===== config.mk =====
export PLATFORM = sky130hd
export DESIGN_NAME = fifo_rd_sched
export DESIGN_NICKNAME = d
export VERILOG_FILES = /design/src/rtl/fifo_pkg.sv /design/src/rtl/rd_ptr_empty.sv /design/src/rtl/fifo_rd_sched.sv
export SDC_FILE = /design/constraint.sdc
export NUM_CORES = 1
export LEC_CHECK = 0
export BUFFER_PORTS_ARGS = -buffer_cell sky130_fd_sc_hd__buf_4
export CAP_MARGIN = 30
export CORE_MARGIN = 3
export CORE_UTILIZATION = 45
export CTS_CLUSTER_DIAMETER = 150
export CTS_CLUSTER_SIZE = 30
export DETAILED_ROUTE_END_ITERATION = 12
export PLACE_DENSITY = 0.81
export SLEW_MARGIN = 20
export SYNTH_ARGS = -nofsm -noshare
export SYNTH_HDL_FRONTEND = slang
export SYNTH_SLANG_ARGS = --single-unit

===== constraint.sdc =====
create_clock -name rclk -period 4.5 [get_ports rclk]
set_clock_uncertainty 0.2 [all_clocks]
set_input_delay 0.9 -clock rclk [delete_from_list [all_inputs] [get_ports rclk]]
set_output_delay 0.9 -clock rclk [all_outputs]
set_load 0.05 [all_outputs]

===== src/rtl/fifo_pkg.sv =====
// Shared definitions for the async-FIFO read-side scheduler.
// No logic of its own; the gray2bin helper is purely combinational.
// Backpressure: not applicable.
package fifo_pkg;

  localparam int ADDR_WIDTH_DEF = 4;
  localparam int DATA_WIDTH_DEF = 32;
  localparam int LEN_W          = 3;

  typedef enum logic {
    ST_IDLE = 1'b0,
    ST_XFER = 1'b1
  } rd_state_t;

  // Gray to binary on a zero-extended 32-bit word; callers keep the low bits.
  function automatic logic [31:0] gray2bin(input logic [31:0] g);
    logic [31:0] b;
    b = '0;
    for (int i = 0; i < 32; i++) begin
      b[i] = ^(g >> i);
    end
    return b;
  endfunction

endpackage


===== src/rtl/rd_ptr_empty.sv =====
// Read pointer (binary and Gray), empty flag and fill level of the FIFO.
// Pointers and rempty update one cycle after pop; rlevel is combinational.
// Backpressure: pointer advances only on pop, so a stalled reader holds raddr.
module rd_ptr_empty
  import fifo_pkg::*;
#(
  parameter int ADDR_WIDTH = ADDR_WIDTH_DEF
) (
  input  logic                  rclk,
  input  logic                  rrst_n,
  input  logic                  pop,
  input  logic [ADDR_WIDTH:0]   rq2_wptr,
  output logic [ADDR_WIDTH:0]   rptr,
  output logic [ADDR_WIDTH-1:0] raddr,
  output logic                  rempty,
  output logic [ADDR_WIDTH:0]   rlevel
);

  localparam int PW = ADDR_WIDTH + 1;

  logic [PW-1:0] rbin;
  logic [PW-1:0] rbin_nxt;
  logic [PW-1:0] rgray_nxt;
  logic [31:0]   wbin_full;
  logic          unused_wbin_hi;

  assign rbin_nxt  = rbin + {{(PW-1){1'b0}}, pop};
  assign rgray_nxt = (rbin_nxt >> 1) ^ rbin_nxt;
  assign raddr     = rbin[ADDR_WIDTH-1:0];

  // Extra pointer bit makes the full-depth level distinct from zero.
  assign wbin_full      = gray2bin({{(32-PW){1'b0}}, rq2_wptr});
  assign rlevel         = wbin_full[PW-1:0] - rbin;
  assign unused_wbin_hi = ^wbin_full[31:PW];

  // Advance both pointer forms together and look ahead for empty.
  always_ff @(posedge rclk or negedge rrst_n) begin
    if (!rrst_n) begin
      rbin   <= '0;
      rptr   <= '0;
      rempty <= 1'b1;
    end else begin
      rbin   <= rbin_nxt;
      rptr   <= rgray_nxt;
      rempty <= (rgray_nxt == rq2_wptr);
    end
  end

endmodule


===== src/rtl/fifo_rd_sched.sv =====
// Two-consumer round-robin burst reader for the read side of an async FIFO.
// Grant and first beat appear one cycle after the request is eligible.
// Backpressure: dout_ready low stalls the beat; no pop, dout held stable.
module fifo_rd_sched
  import fifo_pkg::*;
#(
  parameter int ADDR_WIDTH = ADDR_WIDTH_DEF,
  parameter int DATA_WIDTH = DATA_WIDTH_DEF
) (
  input  logic                  rclk,
  input  logic                  rrst_n,
  input  logic [ADDR_WIDTH:0]   rq2_wptr,
  output logic [ADDR_WIDTH:0]   rptr,
  output logic [ADDR_WIDTH-1:0] raddr,
  input  logic [DATA_WIDTH-1:0] rdata,
  input  logic [1:0]            req,
  input  logic [2*LEN_W-1:0]    req_len,
  output logic [1:0]            gnt,
  output logic [DATA_WIDTH-1:0] dout,
  output logic                  dout_valid,
  input  logic                  dout_ready,
  output logic                  dout_last,
  output logic                  rempty,
  output logic [ADDR_WIDTH:0]   rlevel
);

  localparam int PW = ADDR_WIDTH + 1;

  rd_state_t        state, state_nxt;
  logic [1:0]       gnt_nxt;
  logic             valid_nxt;
  logic             last_nxt;
  logic [LEN_W-1:0] beat_cnt, beat_nxt;
  logic [LEN_W-1:0] blen, blen_nxt;
  logic             rr_ptr, rr_nxt;
  logic             pop;
  logic [1:0]       elig;
  logic [PW-1:0]    need0, need1;
  logic             win;
  logic [LEN_W-1:0] len_sel;

  assign pop  = dout_valid & dout_ready;
  assign dout = rdata;

  // A burst may only start once every word of it is already resident.
  assign need0   = PW'(req_len[LEN_W-1:0]) + PW'(1);
  assign need1   = PW'(req_len[2*LEN_W-1:LEN_W]) + PW'(1);
  assign elig[0] = req[0] && (rlevel >= need0);
  assign elig[1] = req[1] && (rlevel >= need1);

  rd_ptr_empty #(
    .ADDR_WIDTH (ADDR_WIDTH)
  ) u_rd_ptr_empty (
    .rclk     (rclk),
    .rrst_n   (rrst_n),
    .pop      (pop),
    .rq2_wptr (rq2_wptr),
    .rptr     (rptr),
    .raddr    (raddr),
    .rempty   (rempty),
    .rlevel   (rlevel)
  );

  // Arbitration, burst sequencing and next values of all scheduler registers.
  always_comb begin
    state_nxt = state;
    gnt_nxt   = gnt;
    valid_nxt = dout_valid;
    last_nxt  = dout_last;
    beat_nxt  = beat_cnt;
    blen_nxt  = blen;
    rr_nxt    = rr_ptr;
    win       = 1'b0;
    len_sel   = '0;
    case (state)
      ST_IDLE: begin
        if (|elig) begin
          win       = (elig == 2'b11) ? rr_ptr : elig[1];
          len_sel   = win ? req_len[2*LEN_W-1:LEN_W] : req_len[LEN_W-1:0];
          state_nxt = ST_XFER;
          gnt_nxt   = win ? 2'b10 : 2'b01;
          blen_nxt  = len_sel;
          beat_nxt  = '0;
          valid_nxt = 1'b1;
          last_nxt  = (len_sel == '0);
        end
      end
      ST_XFER: begin
        if (pop) begin
          if (dout_last) begin
            state_nxt = ST_IDLE;
            gnt_nxt   = 2'b00;
            valid_nxt = 1'b0;
            last_nxt  = 1'b0;
            beat_nxt  = '0;
            rr_nxt    = ~gnt[1];
          end else begin
            beat_nxt  = beat_cnt + LEN_W'(1);
            last_nxt  = ((beat_cnt + LEN_W'(1)) == blen);
          end
        end
      end
      default: begin
        state_nxt = ST_IDLE;
      end
    endcase
  end

  // Scheduler registers; reset drops any burst in progress.
  always_ff @(posedge rclk or negedge rrst_n) begin
    if (!rrst_n) begin
      state      <= ST_IDLE;
      gnt        <= 2'b00;
      dout_valid <= 1'b0;
      dout_last  <= 1'b0;
      beat_cnt   <= '0;
      blen       <= '0;
      rr_ptr     <= 1'b0;
    end else begin
      state      <= state_nxt;
      gnt        <= gnt_nxt;
      dout_valid <= valid_nxt;
      dout_last  <= last_nxt;
      beat_cnt   <= beat_nxt;
      blen       <= blen_nxt;
      rr_ptr     <= rr_nxt;
    end
  end

endmodule


== After elaboration in Yosys (flattened, before gate mapping) ==
Index checks and enable logic that the tools add are counted.
Word-level totals
  flip-flop bits (word level): 23
  input bits: 48
  logic and storage cells: 63
  output and inout port bits: 51
Cells by class
  eq/ne operators: 6
  mux-type cells: 23
  add/subtract/negate cells: 5
  magnitude comparators: 2
  reductions and logical operators: 13
  bitwise gates (word level): 4
Operators with widths (number)
  $reduce_xor A32 Y1: 5
  $mux W3: 4
  $ge A5 B4 Y1: 2
  $mux W1: 10
  $add A3 B1 Y4 const B: 2
  $mux W2: 4
  $pmux W1 S2: 3
  $pmux W3 S2: 1
  $reduce_and A3 Y1: 2
  $add A5 B1 Y5: 1
  $eq A5 B5 Y1: 1
  $sub A5 B5 Y5: 1
  $xor A4 B5 Y5: 1
  $ne A2 B2 Y1 const B: 2
  $pmux W2 S2: 1
  $reduce_and A2 Y1: 2
  $add A3 B1 Y3 const B: 1
  $eq A3 B3 Y1: 1
  $logic_not A3 Y1: 1
  $eq A2 B2 Y1 const B: 1
  $logic_and A1 B1 Y1: 2
  $ne A2 B1 Y1 const B: 1
  $not A1 Y1: 2
  $reduce_or A2 Y1: 1
  $and A1 B1 Y1: 1

== Longest topological paths before layout ==
Gate-level depths: netlist of run 1.
  depth in word-level cells: 10
  depth in mapped cells: 16
  gate-level depth less buffers: 16

== Hierarchy ==
Synthesis of run 1 repeated with hierarchy kept, for this count alone.
Unflattened totals
  cell total of the unflattened synthesis: 179
  area total of the unflattened synthesis: 1740.4 um2
By module, submodules not included
  fifo_rd_sched: seq. area each 300.3 um2, area each 1089.8 um2, instances 1, cells each 121
  rd_ptr_empty: seq. area each 251.5 um2, area each 650.6 um2, instances 1, cells each 58

== Worst setup path before layout of run 1 ==
Ideal clock, no wire load.
  kind: input to register
  start: in rq2_wptr[3]
  end: reg blen[1]
  library setup time: 0.125 ns
  arrival: 4.533 ns
  slack: -0.359 ns
  buffers on the path: 0
  cell stages on the path: 14
  data required time: 4.175 ns
  cell sequence: xor2_1 > xnor2_1 > xor2_1 > xor2_1 > ha_1 > inv_1 > a21o_1 > a21oi_1 > xnor2_1 > ha_1 > a211o_1 > a31o_4 > mux2_4 > mux2_4
On the way
  word-level cells in the longest chain between the ends: 7
  elaborated cells between the ends (all ways): 14
  classes of those cells: add/sub: 1; order compare: 2; eq/ne: 1; mux: 2; reduce/logical: 8
RTL lines
  start: declaration: RTL line fifo_rd_sched.sv:12  | input logic [ADDR_WIDTH:0] rq2_wptr,
  $reduce_xor A32 Y1: RTL line fifo_pkg.sv:20  | b[i] = ^(g >> i);
  $sub A5 B5 Y5 (*): RTL line rd_ptr_empty.sv:33  | assign rlevel = wbin_full[PW-1:0] - rbin;
  via rlevel[3]: RTL line fifo_rd_sched.sv:24  | output logic [ADDR_WIDTH:0] rlevel
  $ge A5 B4 Y1 (on tied branches): RTL line fifo_rd_sched.sv:48, fifo_rd_sched.sv:49
  $logic_and A1 B1 Y1 (on tied branches): RTL line fifo_rd_sched.sv:48, fifo_rd_sched.sv:49
  $eq A2 B2 Y1: RTL line fifo_rd_sched.sv:78  | win = (elig == 2'b11) ? rr_ptr : elig[1];
  $mux W1: RTL line fifo_rd_sched.sv:78
  $mux W3: RTL line fifo_rd_sched.sv:79  | len_sel = win ? req_len[2*LEN_W-1:LEN_W] : req_len[LEN_W-1:0];
  end signal: assignment: RTL line fifo_rd_sched.sv:125  | blen <= blen_nxt;
  end: declaration: RTL line fifo_rd_sched.sv:34  | logic [LEN_W-1:0] blen, blen_nxt;
The timed path passes the listed nets; every way through them passes the cells marked *.
A chain may end at the register's enable or synchronous reset.

== Final worst setup path of run 1 ==
  start: in rq2_wptr[3]
  end: out rlevel[4]
On the way
  word-level cells in the longest chain between the ends: 2
  elaborated cells between the ends (all ways): 5
  classes of those cells: add/sub: 1; reduce/logical: 4
RTL lines (RTL line)
  $reduce_xor A32 Y1: fifo_pkg.sv:20
  $sub A5 B5 Y5 (*): rd_ptr_empty.sv:33
  end: declaration: fifo_rd_sched.sv:24
Mark *: on every way between the ends. The rest lies on a longest branch, timed or not.

==> results.md, run 1 <==
- Status: completed
- Initial core utilization: 0.479
- Startpoint Class: primary input
- Ratio of cells with drive above 1 in the final layout: 0.356
- PwrDens: a little under 1000 nW/um^2
- Max-slew headroom: 0.646
- CTS Buf Count: 3
- Largest cells by area after synthesis: dfrtp_1 29%, buf_4 13%, ha_1 10%
- Post-synth top cells: 32 x buf_4, 21 x dfrtp_1, 18 x inv_1, 15 x ha_1, 15 x xor2_1
- CTS tree: yes
- CP Depth: 11
- Root buffer cell: clkbuf_8
- Area Overhead vs Synth: 16.4%
- Tcrit/Tclk final: 0.961
- DRC: 0
- Max clock buf depth: 2
- Slowest-stage cell, CP: fa_1
- Routed vias: approximately 1300
- RSZ-0062 raised after global routing: false
- Detailed Routing Iterations Pass 1: 4
- CP max stage delay: 420 ps
- Core area: roughly 3700 um^2
- Vias/cell: 5.01
- Worst-path maximum fanout: 2
- Top cell type's share of synthesized area: 0.293
- Register area share after synthesis: 0.308
- Crit path time final: ~4300 ps
- Number of I/O pins: 99
- Worst hold path type: reg -> reg
- Synth cell types: 41
- Reg2Reg Depth: 10
- Maximum vdd ir drop: between 500 and 600 uV
- # diodes: 0
- Antenna violations before repair: 0
- Worst-margin pin slew: 531 ps
- Crit path DAT: about 3200 ps
- Warnings, synthesis: 0
- Global route overflow: 0
- Post-DP HPWL: about 2800 um
- Seq cells post-synth: 22
- Vias in the first global route: 1320
- Final slew viol count: 0
- Clk sinks: 22
- Post-synthesis cell count: roughly 190
- Cell breakdown of the critical path: buf_4 -> xor2_4 -> xnor2_2 -> xor2_1 -> xor2_1 -> ha_2 -> fa_1 -> nand2b_1 -> a21oi_2 -> xor2_2 -> buf_4
- Placer Congestion: between 0.8 and 0.9
- Max Cap Viol: 0
- Final worst slack: 174 ps
- Clk_lat worst skew: roughly 260 ps
- Global-route wire length before repair: a little over 6000 um
- Largest net degree at the start of global routing: 23
- Total Wirelength: ~3500 um
- Fmax: between 200 and 250 MHz
- CP Class: in -> out
- CTS Hold Bufs: 0
- Async S/R FF share, synth: 1.00
- Setup_tns: 0 ps
- Most common cell in the netlist: buf_4
- 1st-iter DRT viols: 37
- Syn avg cell area: 9.59 um^2
- EDFF count, synth: 0
- Post-synth design cell area: approximately 1800 um^2
- Chip width: 69.1 um
- H-tree depth: 1
- Antenna Nets Post-Route: 0
- Final #Nets: 267
- Top Family by Delay on Critical Path: XOR/XNOR gates
- DIE AREA: about 4800 um^2
- CP required: roughly 3400 ps
- Dpl ws: -111 ps
- Mapped Nets: between 200 and 300
- Clk slew on worst S/H paths: 80 ps
- Final hold vios: 0
- Biggest area consumer among synthesized cells: dfrtp_1
- Final setup viols: 0
- Total GRT Usage: 0.157
- Top_reg_cell synth: dfrtp_1
- Drt wl/cell: 14.2 um
- Dpl cells: 244
- Leak Pwr: 1.03 nW
- Hold Path Depth: 1
- Die H: a little under 70 um
- CP endpoint kind: primary output
- Core Rows: 22
- PortBufs: 34
- Finished Layout Cells: 250
- Buffers & Inverters on Critical Path: 2
==> layer usage <==
layer  GRT usage  part of all wire  vias up
li1            -                 -      628
met1       0.203              0.45      589
met2       0.251              0.47       24
met3      0.0292             0.048       11
met4      0.0759             0.024        0
met5           0                 0        -
==> metrics by stage <==
| stage | area [um^2] | util | power [W] | hold slack [ps] |
|---|---|---|---|---|
| after global routing | 2090 | 0.557 | 0.00222 | 317 |
| after global placement | 2010 | 0.537 | 0.00185 | 285 |
| after detailed placement | 2010 | 0.537 | 0.00188 | 285 |
| after CTS | 2070 | 0.552 | 0.00204 | 300 |
| after floorplan | 1880 | - | 0.00156 | 300 |
| final | 2090 | 0.557 | 0.00206 | 294 |
==> timing repair <==
item / CTS / global route
endpoints found under the setup margin: 0 / 4
gates resized for setup: 0 / 2
setup buffers: 0 / 2
==> logic make-up after synthesis <==
family                   share of synthesized area
multiplexers                                0.0572
AND/OR/NAND/NOR                             0.0872
flip-flops                                   0.308
AO/OA/AOI/OAI                                0.121
buffers and inverters                        0.178
XOR/XNOR                                     0.127
adder cells (fa/ha/maj)                      0.121
==> where the power goes <==
group	internal (W)	total, W	switching (W)	leakage [nW]
logic	0.000631	0.00154	0.000908	0.739
clock network	0.0000781	0.000143	0.0000650	0.0288
registers	0.000295	0.000380	0.0000851	0.258
==> final cells by class <==
class | count | area, um^2
Timing Repair Buffer | 45 | 338
Tap cell | 48 | 60.1
Fill cell | 347 | 1660
Sequential cell | 22 | 552
Clock buffer | 4 | 55.1
Inverter | 19 | 75.1
Multi-Input combinational cell | 112 | 1010
==> worst paths after layout <==
kind	from	to	slack, ps
setup reg to reg	u_rd_ptr_empty.rbin[0]$_DFF_PN0_	blen[2]$_DFFE_PN0P_	1210
hold / removal	gnt[1]$_DFFE_PN0P_	rr_ptr$_DFFE_PN0P_	290
max in group asynchronous	rrst_n	u_rd_ptr_empty.rempty$_DFF_PN1_	3500
hold reg to reg	gnt[1]$_DFFE_PN0P_	rr_ptr$_DFFE_PN0P_	290
min in group asynchronous	rrst_n	beat_cnt[2]$_DFFE_PN0P_	310
setup / recovery	rq2_wptr[3]	rlevel[4]	170
==> placed cells by master (no fill, tap or decap), types with 5 or more instances in the layout <==
| cell type | instances |
|---|---|
| a21oi_1 | 6 |
| nand3_1 | 6 |
| nand2_1 | 6 |
| xor2_1 | 13 |
| xnor2_1 | 9 |
| dfrtp_1 | 21 |
| inv_1 | 17 |
| ha_1 | 12 |
| buf_4 | 45 |
| o21ai_0 | 5 |
==> flip-flops by register name, summed over array words and instances, names as in the netlist, 2 cells and up <==
name                 cells
blen                     3
u_rd_ptr_empty.rptr      4
u_rd_ptr_empty.rbin      5
gnt                      2
beat_cnt                 3
No activity file was read; power rests on OpenSTA's default activity.
==> run 2: changes to the inputs <==
--- a/config.mk
+++ b/config.mk
@@ -12,7 +12,7 @@
 export CTS_CLUSTER_DIAMETER = 150
 export CTS_CLUSTER_SIZE = 30
 export DETAILED_ROUTE_END_ITERATION = 12
-export PLACE_DENSITY = 0.81
+export PLACE_DENSITY_LB_ADDON = 0.25
 export SLEW_MARGIN = 20
 export SYNTH_ARGS = -nofsm -noshare
 export SYNTH_HDL_FRONTEND = slang
==> results.md, run 2 (same netlist as run 1, synthesis figures left out) <==
- Core Rows: 22
- Max Cap Viol: 0
- Status: completed
- DIE AREA: between 4000 and 5000 um^2
- P_int: around 0.00099 W
- Post-CTS Resized: 0
- Drt wl/cell: about 16 um
- Slowest-stage cell, CP: fa_1
- DRC: 0
- Fin Hold WS: 309 ps
- Vias/cell: 5.35
- Crit path time final: ~4300 ps
- PortBufs: 34
- Largest net degree at the start of global routing: 23
- Global route overflow: 0
- Worst hold path type: in -> async
- Clk slew on worst S/H paths: around 80 ps
- Top Registers: u_rd_ptr_empty.rbin x5, u_rd_ptr_empty.rptr x4
- Crit path top cell by count: mux2_4
- Final hold vios: 0
- Buffers & Inverters on Critical Path: 2
- Global-route wire length before repair: around 6900 um
- CP endpoint kind: flip-flop
- CP max stage delay: about 550 ps
- Crit path DAT: around 4300 ps
- CTS Buf Count: 3
- CTS tree: yes
- Dpl ws: -109 ps
- Antenna violations before repair: 0
- Vias in the first global route: 1486
- Core area: around 3700 um^2
- Gate power share: 0.751
- Die H: ~69 um
- CP required: roughly 4500 ps
- Root buffer cell: clkbuf_8
- Ratio of cells with drive above 1 in the final layout: 0.345
- Sw Ratio: 0.519
- Max clock buf depth: 2
- Routed vias: 1326
- Commonest non-fill, non-tap cell in the layout: buf_4
- Top Family by Delay on Critical Path: adder cells
- Tcrit/Tclk final: 0.957
- Clock Power Share: 0.061
- Area Overhead vs Synth: 15.8%
- Clk sinks: 22
- Maximum vdd ir drop: around 550 uV
- Final #Nets: between 200 and 300
- 1st-iter DRT viols: 52
- Grt peak-use layer: met2
- RSZ-0062 raised after global routing: false
- Total GRT Usage: 0.174
- Total Wirelength: roughly 4000 um
- CTS Hold Bufs: 0
- Net Sw Power: 0.00107 W
- Clk_lat worst skew: about 260 ps
- Detailed Routing Iterations Pass 1: 4
- Post-DP HPWL: between 3000 and 4000 um
- Post-CTS Setup Inserts: 0
- Largest register FFs: 5
- Reg with most FFs: u_rd_ptr_empty.rbin
- Commonest non-fill, non-tap cells in the layout: 43 x buf_4, 21 x dfrtp_1, 17 x inv_1
- Cell breakdown of the critical path: buf_4 -> xor2_4 -> xnor2_2 -> xor2_2 -> xor2_1 -> ha_2 -> fa_1 -> clkinvlp_4 -> ha_4 -> a21oi_1 -> o21ai_1 -> a211o_1 -> a31o_4 -> mux2_4 -> mux2_4
- Setup_tns: 0 ps
- Placer Congestion: around 0.8
- Max-slew headroom: 0.662
- Startpoint Class: primary input
- Worst-margin pin slew: around 500 ps
- PwrDens: roughly 1000 nW/um^2
- CP Depth: 15
- Sequential power share: 0.189
- H-tree depth: 1
- Final slew viol count: 0
- Grt met1 use: 0.183
- Final worst slack: 194 ps
- Chip width: ~70 um
- Number of I/O pins: slightly below 100
- Reg2Reg Depth: 10
- Antenna Nets Post-Route: 0
- # diodes: 0
- Grt met3 use: 0.0437
- Final Core Density: 0.554
- Worst-path maximum fanout: 4
- Initial core utilization: 0.479
- Met2 global-route usage: 0.318
- CP Class: in -> reg
- Tot Pwr: slightly above 0.002 W
- Fmax: 232 MHz
- Final setup viols: 0
- Leak Pwr: ~1 nW
[run 2: cell count changes in the layout (fill, tap and decap cells not counted), sizes merged]
cell | previous run | this run
buf | 45 | 43
[run 2: worst paths after layout]
check / from / slack (ps) / end
min in group rclk: gnt[1]$_DFFE_PN0P_ / 310 / rr_ptr$_DFFE_PN0P_
min reg2reg: gnt[1]$_DFFE_PN0P_ / 310 / rr_ptr$_DFFE_PN0P_
min: rrst_n / 310 / beat_cnt[2]$_DFFE_PN0P_
max in group asynchronous: rrst_n / 3490 / u_rd_ptr_empty.rempty$_DFF_PN1_
max reg2reg: u_rd_ptr_empty.rbin[0]$_DFF_PN0_ / 1240 / blen[1]$_DFFE_PN0P_
max: rq2_wptr[3] / 190 / blen[1]$_DFFE_PN0P_
[run 2: layout make-up]
class / instances / area, um^2
well taps: 48 / 60.1
inverters: 19 / 75.1
fillers: 366 / 1670
multi-input cells: 112 / 1020
flip-flops and latches: 22 / 552
clock buffers: 4 / 45.0
repair buffers: 43 / 323
[run 2: power by group through the flow]
stage	registers, W	clock network [W]	logic (W)
2_1_floorplan	0.000580	0	0.000979
3_3_place_gp	0.000384	0	0.00151
3_5_place_dp	0.000392	0	0.00154
4_1_cts	0.000389	0.000129	0.00155
5_1_grt	0.000405	0.000136	0.00167
6_report	0.000389	0.000125	0.00155
[run 2: through the flow]
step | instance area [um^2] | cells
final | 2080 | 248
after global routing | 2080 | 248
after CTS | 2060 | 248
after detailed placement | 2010 | 244
after global placement | 2010 | 244
after floorplan | 1880 | 187
[run 2: per-layer routing]
metal | vias to the layer above | wire length, um
li1 | 622 | -
met1 | 642 | 1510
met2 | 37 | 2130
met3 | 25 | 197
met4 | 0 | 142
met5 | - | 0
